`src/rtl/multi7seg_capture.sv`:
```
// multi7seg_capture: rebuilds four hex digits from a scanned,
// active-low 7-segment bus (segment) and one-hot digit strobes (ground).
// Ports: clock, reset_n (async, active-low); segment[7:0] (bit7 = DP),
//        ground[3:0]; data0..data3 digit values; digit_valid, dp,
//        seg_error per-digit flags; frame_done one-cycle frame pulse.
// Option: define MULTI7SEG_CAPTURE_SYNC_EN to put a 2-flop synchroniser
//         on segment/ground (adds 2 edges of latency).
module multi7seg_capture #(
   parameter int STABLE_CYCLES = 4
) (
   input  logic       clock,
   input  logic       reset_n,
   input  logic [7:0] segment,
   input  logic [3:0] ground,
   output logic [3:0] data0,
   output logic [3:0] data1,
   output logic [3:0] data2,
   output logic [3:0] data3,
   output logic [3:0] digit_valid,
   output logic [3:0] dp,
   output logic [3:0] seg_error,
   output logic       frame_done
);

   localparam logic [7:0] RUN_MAX = 8'(STABLE_CYCLES);
   localparam logic [7:0] RUN_HIT = 8'(STABLE_CYCLES - 1);

   logic [11:0] w_in;

`ifdef MULTI7SEG_CAPTURE_SYNC_EN
   logic [11:0] r_sync1;
   logic [11:0] r_sync2;

   // Synchroniser flops idle at 1 (segments dark, no strobe).
   always_ff @(posedge clock or negedge reset_n) begin
      if (!reset_n) begin
         r_sync1 <= '1;
         r_sync2 <= '1;
      end else begin
         r_sync1 <= {ground, segment};
         r_sync2 <= r_sync1;
      end
   end

   assign w_in = r_sync2;
`else
   assign w_in = {ground, segment};
`endif

   logic [11:0]      r_s;
   logic [7:0]       r_run;
   logic [3:0][3:0]  r_data;
   logic [3:0]       r_valid;
   logic [3:0]       r_dp;
   logic [3:0]       r_err;
   logic [3:0]       r_mask;
   logic             r_frame;

   logic             w_same;
   logic             w_commit;
   logic [3:0]       w_gnd;
   logic [6:0]       w_glyph;
   logic             w_dp_lit;
   logic             w_dig_ok;
   logic [1:0]       w_dig;
   logic [3:0]       w_bit;
   logic             w_known;
   logic             w_blank;
   logic [3:0]       w_val;

   assign w_same   = (w_in == r_s);
   // Fires once per stable period: the run counter saturates
   // at STABLE_CYCLES, so it passes RUN_HIT only once.
   assign w_commit = w_same && (r_run == RUN_HIT);
   assign w_gnd    = w_in[11:8];
   assign w_dp_lit = ~w_in[7];
   assign w_glyph  = w_in[6:0];
   assign w_bit    = 4'b0001 << w_dig;

   always_comb begin
      w_dig_ok = 1'b1;
      w_dig    = 2'd0;
      unique case (w_gnd)
         4'b0111: w_dig = 2'd0;
         4'b1011: w_dig = 2'd1;
         4'b1101: w_dig = 2'd2;
         4'b1110: w_dig = 2'd3;
         default: w_dig_ok = 1'b0;
      endcase
   end

   always_comb begin
      w_known = 1'b1;
      w_blank = 1'b0;
      w_val   = 4'h0;
      unique case (w_glyph)
         7'h40: w_val = 4'h0;
         7'h79: w_val = 4'h1;
         7'h24: w_val = 4'h2;
         7'h30: w_val = 4'h3;
         7'h19: w_val = 4'h4;
         7'h12: w_val = 4'h5;
         7'h02: w_val = 4'h6;
         7'h78: w_val = 4'h7;
         7'h00: w_val = 4'h8;
         7'h10: w_val = 4'h9;
         7'h08: w_val = 4'hA;
         7'h03: w_val = 4'hB;
         7'h46: w_val = 4'hC;
         7'h21: w_val = 4'hD;
         7'h06: w_val = 4'hE;
         7'h0E: w_val = 4'hF;
         7'h7F: begin
            w_known = 1'b0;
            w_blank = 1'b1;
         end
         default: w_known = 1'b0;
      endcase
   end

   always_ff @(posedge clock or negedge reset_n) begin
      if (!reset_n) begin
         r_s     <= 12'hFFF;
         r_run   <= 8'd0;
         r_data  <= '0;
         r_valid <= 4'b0;
         r_dp    <= 4'b0;
         r_err   <= 4'b0;
         r_mask  <= 4'b0;
         r_frame <= 1'b0;
      end else begin
         r_s     <= w_in;
         r_frame <= 1'b0;
         if (!w_same)
            r_run <= 8'd1;
         else if (r_run < RUN_MAX)
            r_run <= r_run + 8'd1;

         if (w_commit && w_dig_ok) begin
            r_dp[w_dig] <= w_dp_lit;
            if (w_known) begin
               r_data[w_dig]  <= w_val;
               r_valid[w_dig] <= 1'b1;
               r_err[w_dig]   <= 1'b0;
            end else if (w_blank) begin
               r_valid[w_dig] <= 1'b0;
            end else begin
               r_err[w_dig]   <= 1'b1;
            end

            if ((r_mask | w_bit) == 4'hF) begin
               r_frame <= 1'b1;
               r_mask  <= 4'b0;
            end else begin
               r_mask  <= r_mask | w_bit;
            end
         end
      end
   end

   assign data0       = r_data[0];
   assign data1       = r_data[1];
   assign data2       = r_data[2];
   assign data3       = r_data[3];
   assign digit_valid = r_valid;
   assign dp          = r_dp;
   assign seg_error   = r_err;
   assign frame_done  = r_frame;

endmodule
```
`config.mk`:
```
export PLATFORM = sky130hd
export DESIGN_NAME = multi7seg_capture
export DESIGN_NICKNAME = d
export VERILOG_FILES = /design/src/rtl/multi7seg_capture.sv
export SDC_FILE = /design/constraint.sdc
export NUM_CORES = 1
export LEC_CHECK = 0
export BUFFER_PORTS_ARGS = -buffer_cell sky130_fd_sc_hd__buf_2
export CORE_ASPECT_RATIO = 1.75
export CORE_MARGIN = 2
export CORE_UTILIZATION = 59
export CTS_BUF_LIST = sky130_fd_sc_hd__clkbuf_8
export DETAILED_ROUTE_END_ITERATION = 8
export PLACE_DENSITY_LB_ADDON = 0.2
export SLEW_MARGIN = 10
export SYNTH_ARGS = -nofsm -noshare
export SYNTH_HDL_FRONTEND = slang
export SYNTH_SLANG_ARGS = --single-unit
export TNS_END_PERCENT = 100
```
`constraint.sdc`:
```
create_clock -name clock -period 2.57 [get_ports clock]
set_input_delay 0.514 -clock clock [delete_from_list [all_inputs] [get_ports clock]]
set_output_delay 0.514 -clock clock [all_outputs]
set_load 0.03 [all_outputs]
```
==> results of run 1 <==
worst max-delay path by stage:
stage,from,endpoint,slack [ns],cells past startpoint
finish,r_run[2],flip-flop,0.21,5
global route,r_run[2],flip-flop,0.1,5
CTS,r_run[2],flip-flop,0.27,5
detailed placement,segment[4],flip-flop,0.18,7
global placement,segment[4],flip-flop,0.20,7
floorplan,ground[0],flip-flop,0.38,7
where the power goes:
| group | leakage [nW] | internal [mW] | switching [mW] |
|---|---|---|---|
| sequential | 0.631 | 0.851 | 0.00465 |
| combinational | 0.910 | 0.0547 | 0.103 |
| clock | 0.0423 | 0.199 | 0.304 |
| total | 1.58 | 1.10 | 0.412 |
cell usage in the layout, fill, tap and decap left out, types with 2 or more instances in the layout:
cell and instances:
and2_1 7, nand3_2 2, o211ai_1 3, o2bb2ai_1 4, buf_4 25, nor2b_1 5, and3b_1 6, nor4_1 6
o41ai_1 16, nand2_1 13, o21ai_0 16, nor2_1 11, buf_2 42, inv_1 14, nand2b_1 2, o21a_1 5
a21bo_1 2, dfstp_2 12, nand3_1 13, and4b_1 3, xnor2_1 12, nor3_1 9, clkinvlp_4 2, a21oi_1 19
a211o_1 2, nand4_2 3, or4_1 5, a21o_1 3, a21bo_2 2, nor4b_1 2, xor2_1 2, dfrtp_1 41
nand3b_1 2, nand4_1 4, clkbuf_8 5
cell families (layout without fill, tap and decap cells):
family	Yosys count	count (layout)	share of synthesized area (%)
multiplexers	2	2	0.733
AO/OA/AOI/OAI	83	83	20.7
adder cells (fa/ha/maj)	1	1	0.431
XOR/XNOR	14	14	4.23
flip-flops	53	53	46.2
buffers and inverters	35	89	5.73
AND/OR/NAND/NOR	100	100	21.9
cell type report:
class / instances / area (um^2)
inverters: 14 / 52.6
fillers: 370 / 1360
flip-flops and latches: 53 / 1340
multi-input cells: 200 / 1390
well taps: 52 / 65.1
clock buffers: 5 / 68.8
repair buffers: 67 / 398
clock inverters: 3 / 26.3
through the flow:
step | setup WS, ns | utilization (%) | power, mW | hold slack [ns] | instances
after global placement | 0.200 | 69.1 | 1.02 | 0.459 | 386
after floorplan | 0.383 | - | 0.966 | 0.218 | 288
after global routing | 0.0961 | 71.1 | 1.57 | 0.336 | 394
after CTS | 0.267 | 71.1 | 1.52 | 0.331 | 394
final | 0.214 | 71.1 | 1.52 | 0.292 | 394
after detailed placement | 0.180 | 69.1 | 1.03 | 0.468 | 386
layer usage:
metal,part of all wire [%],wire length (um),GRT usage (%),vias to the layer above
met5,0,0,0,-
met4,3.2,233,11.4,0
met3,5.2,378,4.41,31
met2,53,3850,47.3,99
met1,39,2830,34.4,1221
li1,-,-,-,1174
worst register-to-register path: stages (launching register included):
cell	delay (ns)
dfrtp_1	0.42
nor4_4	0.44
nand4_1	0.34
or4_1	0.62
o21ai_0	0.22
a21bo_1	0.22
==> results.yml, run 1 <==
floorplanning:
  io-pin-count: 43
  core_area_um2: 4710
  start_util_pct: 61.6
  fp.dieW_um: 57.0
  dieHeight_um: 96.8
  dieArea_um2: 5520
  num_rows: 33
clocking:
  cts_max_level: 2
  clock_latency_ns: 0.31
  cts_buffers: 5
  clock_sinks: 53
  ctsResizeCount: 0
  clk_pin_slew_ns: 0.11
  cts-hold-fix-buffers: 0
  cts_max_path_buffers: 2
  postCtsSetupBuffers: 0
  root_buffer: "clkbuf_8"
  cts_tree: "done"
worst_setup_path:
  r2r_slack_ns: 0.21
  arrival_ns: 2.57
  cp-end-kind: "flip-flop"
  required_ns: 2.79
  max_stage_delay_ns: 0.62
  crit_slowest_cell: "or4_1"
  r2r_cells: 5
  startpoint_type: "flip-flop"
  worstPathMaxFanout: 7
  cp.buffers_inverters: 0
  cp_cell_sequence: "nor4_4 -> nand4_1 -> or4_1 -> o21ai_0 -> a21bo_1"
  cp_top_family: "simple AND/OR/NAND/NOR gates"
  r2r_start: "r_run[2]"
  critPathKind: "reg -> reg"
grt:
  grt_max_degree: 54
  grt_pass1_wl_um: 12200
  grt_usage_pct: 27.8
  grt.overflow.total: 0
  grt_pass1_vias: 2529
  antenna_found_initial: 0
placed_design:
  postPlaceCellArea_um2: 3250
  dp_hpwl_um: 5240
  gp_congestion: 0.892
  io_buffers: 42
sta:
  worstMarginPinSlew_ns: 0.751
  rsz0062_at_grt: "no"
  final_hold_viol_count: 0
  post-route-period-util_pct: 91.7
  setup_tns_ns: 0
  setup_viol: 0
  fmax_mhz: 424
  slew_headroom_pct: 49.7
  finClkSkew_ns: 0.00756
  maxSlewViolCount: 0
  fin_crit_ns: 2.36
synthesis:
  synth_top_area_cell: "dfrtp_1"
  synthFlopType: "dfrtp_1"
  yosysMostFrequentCell: "dfrtp_1"
  synth-seq-cells: 53
  synthesis.nets: 303
  avgSynthCellArea_um2: 10.1
  seq_area_frac_synth_pct: 46.2
  ys_warn_count: 0
  synth_area_leaders: "dfrtp_1 35%, dfstp_2 11%, o41ai_1 4.8%"
  synthTopCellsByCount: "41 x dfrtp_1, 19 x a21oi_1, 16 x o21ai_0, 16 x o41ai_1, 14 x inv_1"
  syn-instance-count: 288
  yosys.cell_types.count: 57
  async_flop_share_pct: 100
  synth_edf_count: 0
  yosysTopAreaCellShare_pct: 35.4
  syn_area_um2: 2900
route:
  drtIter0Drc: 97
  firstDrtPassIters: 7
  via_per_inst: 6.41
  vias: 2525
  drc: 0
  wl_um: 7300
  routedWlPerCell_um: 18.5
  ant_nets: 0
finish:
  diodes: 0
  drive_gt1_share_pct: 29.8
  nets: 356
  synthToLayoutAreaGrowth_pct: 15.3
  fin_area_um2: 3350
power_and_ir_drop:
  cellLeakagePower_nw: 1.58
  ir_worst_vdd_v: 0.000347
  power_density_nw_per_um2: 453
min_path:
  hold_class: "in -> async"
run_status:
  status: "complete, no violations"
flow_run:
  cap_violations: 0
Power figures use the tool's default switching activity.
==> inputs of run 2 (changes only) <==
CORE_MARGIN = not set   (was 2)
==> run 2 against run 1 <==
  * First-iteration DRC count down 14%
  * Fmax down 0.39%
  * Non-clock buffer count unchanged
  * Critical path depth unchanged
  * Register-to-register slack about the same
  * Sequential power about the same
  * Core utilization up 0.32 points
  * Highest routed layer unchanged
==> results.yml, run 2 (synthesis gave the netlist of run 1 again) <==
clocking:
  cts-hold-fix-buffers: 0
  root_buffer: "clkbuf_8"
  cts_max_level: 2
  clk_pin_slew_ns: 0.11
  cts_buffers: 5
  postCtsSetupBuffers: 0
  ctsResizeCount: 0
  cts_tree: "done"
  clock_latency_ns: 0.31
  cts_max_path_buffers: 2
  clock_sinks: 53
grt:
  grt.overflow.total: 0
  antenna_found_initial: 0
  grt_pass1_wl_um: 10900
  grt_pass1_vias: 2316
  grt_usage_pct: 29.1
  grt_max_degree: 54
finish:
  layout_commonest_cell: "buf_2"
  final_cell_mix: "42 x buf_2, 41 x dfrtp_1, 24 x buf_4, 19 x a21oi_1"
  drive_gt1_share_pct: 29.8
  diodes: 0
  synthToLayoutAreaGrowth_pct: 15.8
  nets: 356
  stdcell_count: 394
power_and_ir_drop:
  power_density_nw_per_um2: 451
  ir_worst_vdd_v: 0.000447
  finalPower_mw: 1.51
  cellLeakagePower_nw: 1.60
route:
  ant_nets: 0
  via_per_inst: 6.39
  wl_um: 7060
  drc: 0
  drtIter0Drc: 83
  routedWlPerCell_um: 17.9
  vias: 2519
  firstDrtPassIters: 4
sta:
  maxSlewViolCount: 0
  post-route-period-util_pct: 92.0
  setup_viol: 0
  worstMarginPinSlew_ns: 0.785
  whs_ns: 0.182
  fmax_mhz: 423
  rsz0062_at_grt: "no"
  finClkSkew_ns: 0.00831
  fin_crit_ns: 2.37
  slew_headroom_pct: 47.5
  final_hold_viol_count: 0
  setup_tns_ns: 0
worst_setup_path:
  cp.buffers_inverters: 0
  crit_start: "r_run[2]"
  max_stage_delay_ns: 0.64
  r2r_slack_ns: 0.20
  worstPathMaxFanout: 7
  startpoint_type: "flip-flop"
  r2r_start: "r_run[2]"
  cp_top_family: "simple AND/OR/NAND/NOR gates"
  cp_cell_sequence: "nor4_4 -> nand4_1 -> or4_1 -> o21ai_0 -> a21bo_1"
  critPathKind: "reg -> reg"
  cp-end-kind: "flip-flop"
  arrival_ns: 2.58
  crit_slowest_cell: "or4_1"
  required_ns: 2.79
run_status:
  status: "complete, no violations"
floorplanning:
  dieArea_um2: 5210
  num_rows: 33
  dieHeight_um: 94.8
  fp.dieW_um: 55.0
  io-pin-count: 43
  core_area_um2: 4710
  start_util_pct: 61.6
placed_design:
  gp_congestion: 0.875
  io_buffers: 42
  placed_cells: 386
  dp_hpwl_um: 5050
min_path:
  hold_class: "in -> async"
flow_run:
  cap_violations: 0
==> run 2: cell types whose count changed in the layout (fill, tap and decap cells not counted), sizes merged <==
cell / delta
clkinv: +1
clkinvlp: -2
inv: +1
==> run 2: per-stage QoR <==
step / setup slack (ns) / instance area, um^2 / util [%]
5_1_grt: 0.128 / 3360 / 71.4
2_1_floorplan: 0.383 / 2900 / -
3_5_place_dp: 0.121 / 3260 / 69.3
4_1_cts: 0.253 / 3360 / 71.4
6_report: 0.204 / 3360 / 71.4
3_3_place_gp: 0.187 / 3260 / 69.3
==> run 2: path summary, 6_finish.rpt <==
path                                   to  cells past startpoint
max in group asynchronous         r_s[10]                      2
worst max-delay path            flip-flop                      5
worst min register to register      dp[1]                      1
min in group clock                 r_s[7]                      1
worst max register to register  flip-flop                      5
worst min-delay path             data2[0]                      2
==> run 2: layer usage <==
| layer | vias up | GRT usage [%] | wire (um) |
|---|---|---|---|
| met1 | 1243 | 35.7 | 2840 |
| met5 | - | 0 | 0 |
| met3 | 14 | 4.67 | 304 |
| met2 | 80 | 49.1 | 3750 |
| met4 | 0 | 11.3 | 169 |
| li1 | 1182 | - | - |
==> run 2: final cells by class <==
class                           count  area, um^2
Multi-Input combinational cell    200        1390
Tap cell                           52        65.1
Clock inverter                      3        28.8
Sequential cell                    53        1340
Clock buffer                        5        68.8
Fill cell                         386        1350
Inverter                           14        52.6
Timing Repair Buffer               67         410
==> run 2: where the power goes <==
part / leakage [nW] / internal, mW / total (mW) / switching, mW
clock network: 0.0506 / 0.204 / 0.501 / 0.297
logic: 0.914 / 0.0543 / 0.158 / 0.104
registers: 0.631 / 0.851 / 0.855 / 0.00466
total: 1.60 / 1.11 / 1.51 / 0.405
==> run 2: worst register-to-register path: stages, from the launching register on <==
cell and delay, ns:
dfrtp_1 0.42, nor4_4 0.45, nand4_1 0.33, or4_1 0.64, o21ai_0 0.22, a21bo_1 0.22
==> inputs of run 3 (changes only) <==
REMOVE_ABC_BUFFERS = 1   (was not set)
SKIP_LAST_GASP = 1   (was not set)
==> run 3 against run 2 <==
  * Register-to-register slack gained 0.08 ns
  * Power fell by 0.15%
  * Cell count is the same
  * Critical path depth stayed put
  * First-iteration DRC count increased by 2.4%
  * Fmax is 3.3% higher
  * Core utilization is 0.32 points lower
  * Worst hold slack worse by 0.15 ns
  * Clock power about the same
  * Count of clock-buffer cells in the layout unchanged
  * Routed wire length grew 0.93%
==> results.yml, run 3 (synthesis gave the netlist of run 1 again) <==
clocking:
  root_buffer: "clkbuf_8"
  postCtsSetupBuffers: 0
  cts-hold-fix-buffers: 0
  clock_sinks: 53
  cts_tree: "done"
  cts_max_path_buffers: 2
  clock_latency_ns: 0.31
  cts_buffers: 5
  cts_max_level: 2
  clk_pin_slew_ns: 0.10
  ctsResizeCount: 0
floorplanning:
  io-pin-count: 43
  dieHeight_um: 94.8
  fp.dieW_um: 55.0
  start_util_pct: 61.6
  num_rows: 33
  dieArea_um2: 5210
  core_area_um2: 4710
power_and_ir_drop:
  p_comb_share_pct: 10.4
  p_clk_share_pct: 33.0
  power_density_nw_per_um2: 452
  p_sw_mw: 0.408
  finalPower_mw: 1.51
  intPower_mw: 1.10
  swShare_pct: 27.0
  cellLeakagePower_nw: 1.58
  pwr-share-seq_pct: 56.6
  ir_worst_vdd_v: 0.000442
flow_run:
  cap_violations: 0
min_path:
  hold_class: "in -> async"
sta:
  slew_headroom_pct: 64.4
  rsz0062_at_grt: "no"
  final_hold_viol_count: 0
  fin_crit_ns: 2.29
  setup_viol: 0
  layout_setup_ws_ns: 0.280
  post-route-period-util_pct: 89.1
  fmax_mhz: 437
  finClkSkew_ns: 0.00457
  setup_tns_ns: 0
  maxSlewViolCount: 0
  worstMarginPinSlew_ns: 0.529
route:
  vias: 2515
  wl_met1_um: 2840
  routed-wl-met3_um: 341
  drc: 0
  route.met2.wl_um: 3670
  top_layer_used: "met4"
  via_per_inst: 6.38
  ant_nets: 0
  wl_um: 7130
  routedWlPerCell_um: 18.1
  drtIter0Drc: 85
  firstDrtPassIters: 5
finish:
  fill_cells: 382
  drive_gt1_share_pct: 29.8
  synthToLayoutAreaGrowth_pct: 15.3
  nets: 356
  final_cell_mix: "42 x buf_2, 41 x dfrtp_1, 25 x buf_4, 19 x a21oi_1"
  layout_commonest_cell: "buf_2"
  diodes: 0
worst_setup_path:
  critPathKind: "reg -> reg"
  arrival_ns: 2.50
  cp-end-kind: "flip-flop"
  required_ns: 2.78
  worstPathMaxFanout: 7
  startpoint_type: "flip-flop"
placed_design:
  gp_congestion: 0.840
  pre_cts_ws_ns: 0.0257
  dp_hpwl_um: 5240
  io_buffers: 42
grt:
  grt.overflow.total: 0
  antenna_found_initial: 0
  grt_pass1_vias: 2302
  grt_max_degree: 26
  grt_pass1_wl_um: 10800
  grt_usage_pct: 29.2
run_status:
  status: "complete, no violations"
## run 3: cell types whose count changed in the layout (fill, tap and decap cells not counted), sizes merged
cell / change
clkinv: -1
clkinvlp: +2
inv: -1
## run 3: critical path, cell delays in order (launching register included)
cell	delay, ns
dfrtp_1	0.43
nor4_4	0.44
nand4_1	0.29
or4_1	0.61
o21ai_0	0.20
a21bo_2	0.23
## run 3: path summary, 6_finish.rpt
check / startpoint / to / slack [ns] / depth (start not counted)
hold / removal: reset_n / data1[3] / 0.03 / 1
setup / recovery: r_run[2] / flip-flop / 0.28 / 5
min in group clock: segment[7] / r_s[7] / 0.34 / 1
hold reg to reg: dp[0] / dp[0] / 0.49 / 1
setup reg to reg: r_run[2] / flip-flop / 0.28 / 5
max in group asynchronous: reset_n / r_s[9] / 1.92 / 2
## run 3: layer usage
metal | global-route usage, % | vias to the layer above
li1 | - | 1183
met1 | 36.1 | 1204
met2 | 48.5 | 103
met3 | 4.83 | 25
met4 | 12.3 | 0
met5 | 0 | -
## run 3: power groups by stage
| stage | logic (mW) | registers [mW] | clock network, mW |
|---|---|---|---|
| 5_1_grt | 0.171 | 0.857 | 0.535 |
| 6_report | 0.158 | 0.855 | 0.499 |
| 4_1_cts | 0.157 | 0.855 | 0.509 |
| 2_1_floorplan | 0.0690 | 0.870 | 0 |
| 3_3_place_gp | 0.155 | 0.870 | 0 |
| 3_5_place_dp | 0.156 | 0.871 | 0 |
## run 3: final cells by class
type                    count  area, um^2  area share, %
multi-input cells         200        1390           41.7
flip-flops and latches     53        1340           40.1
repair buffers             67         398           11.9
clock buffers               5        68.8           2.06
well taps                  52        65.1           1.94
inverters                  14        52.6           1.57
clock inverters             3        26.3          0.785
## run 3: through the flow
| step | instances | cell area (um^2) | utilization, % | hold WS (ns) |
|---|---|---|---|---|
| floorplan | 267 | 2790 | - | 0.218 |
| global placement | 386 | 3250 | 69.1 | 0.374 |
| detailed placement | 386 | 3250 | 69.1 | 0.374 |
| CTS | 394 | 3350 | 71.1 | 0.0309 |
| global route | 394 | 3350 | 71.1 | 0.0432 |
| finish | 394 | 3350 | 71.1 | 0.0307 |
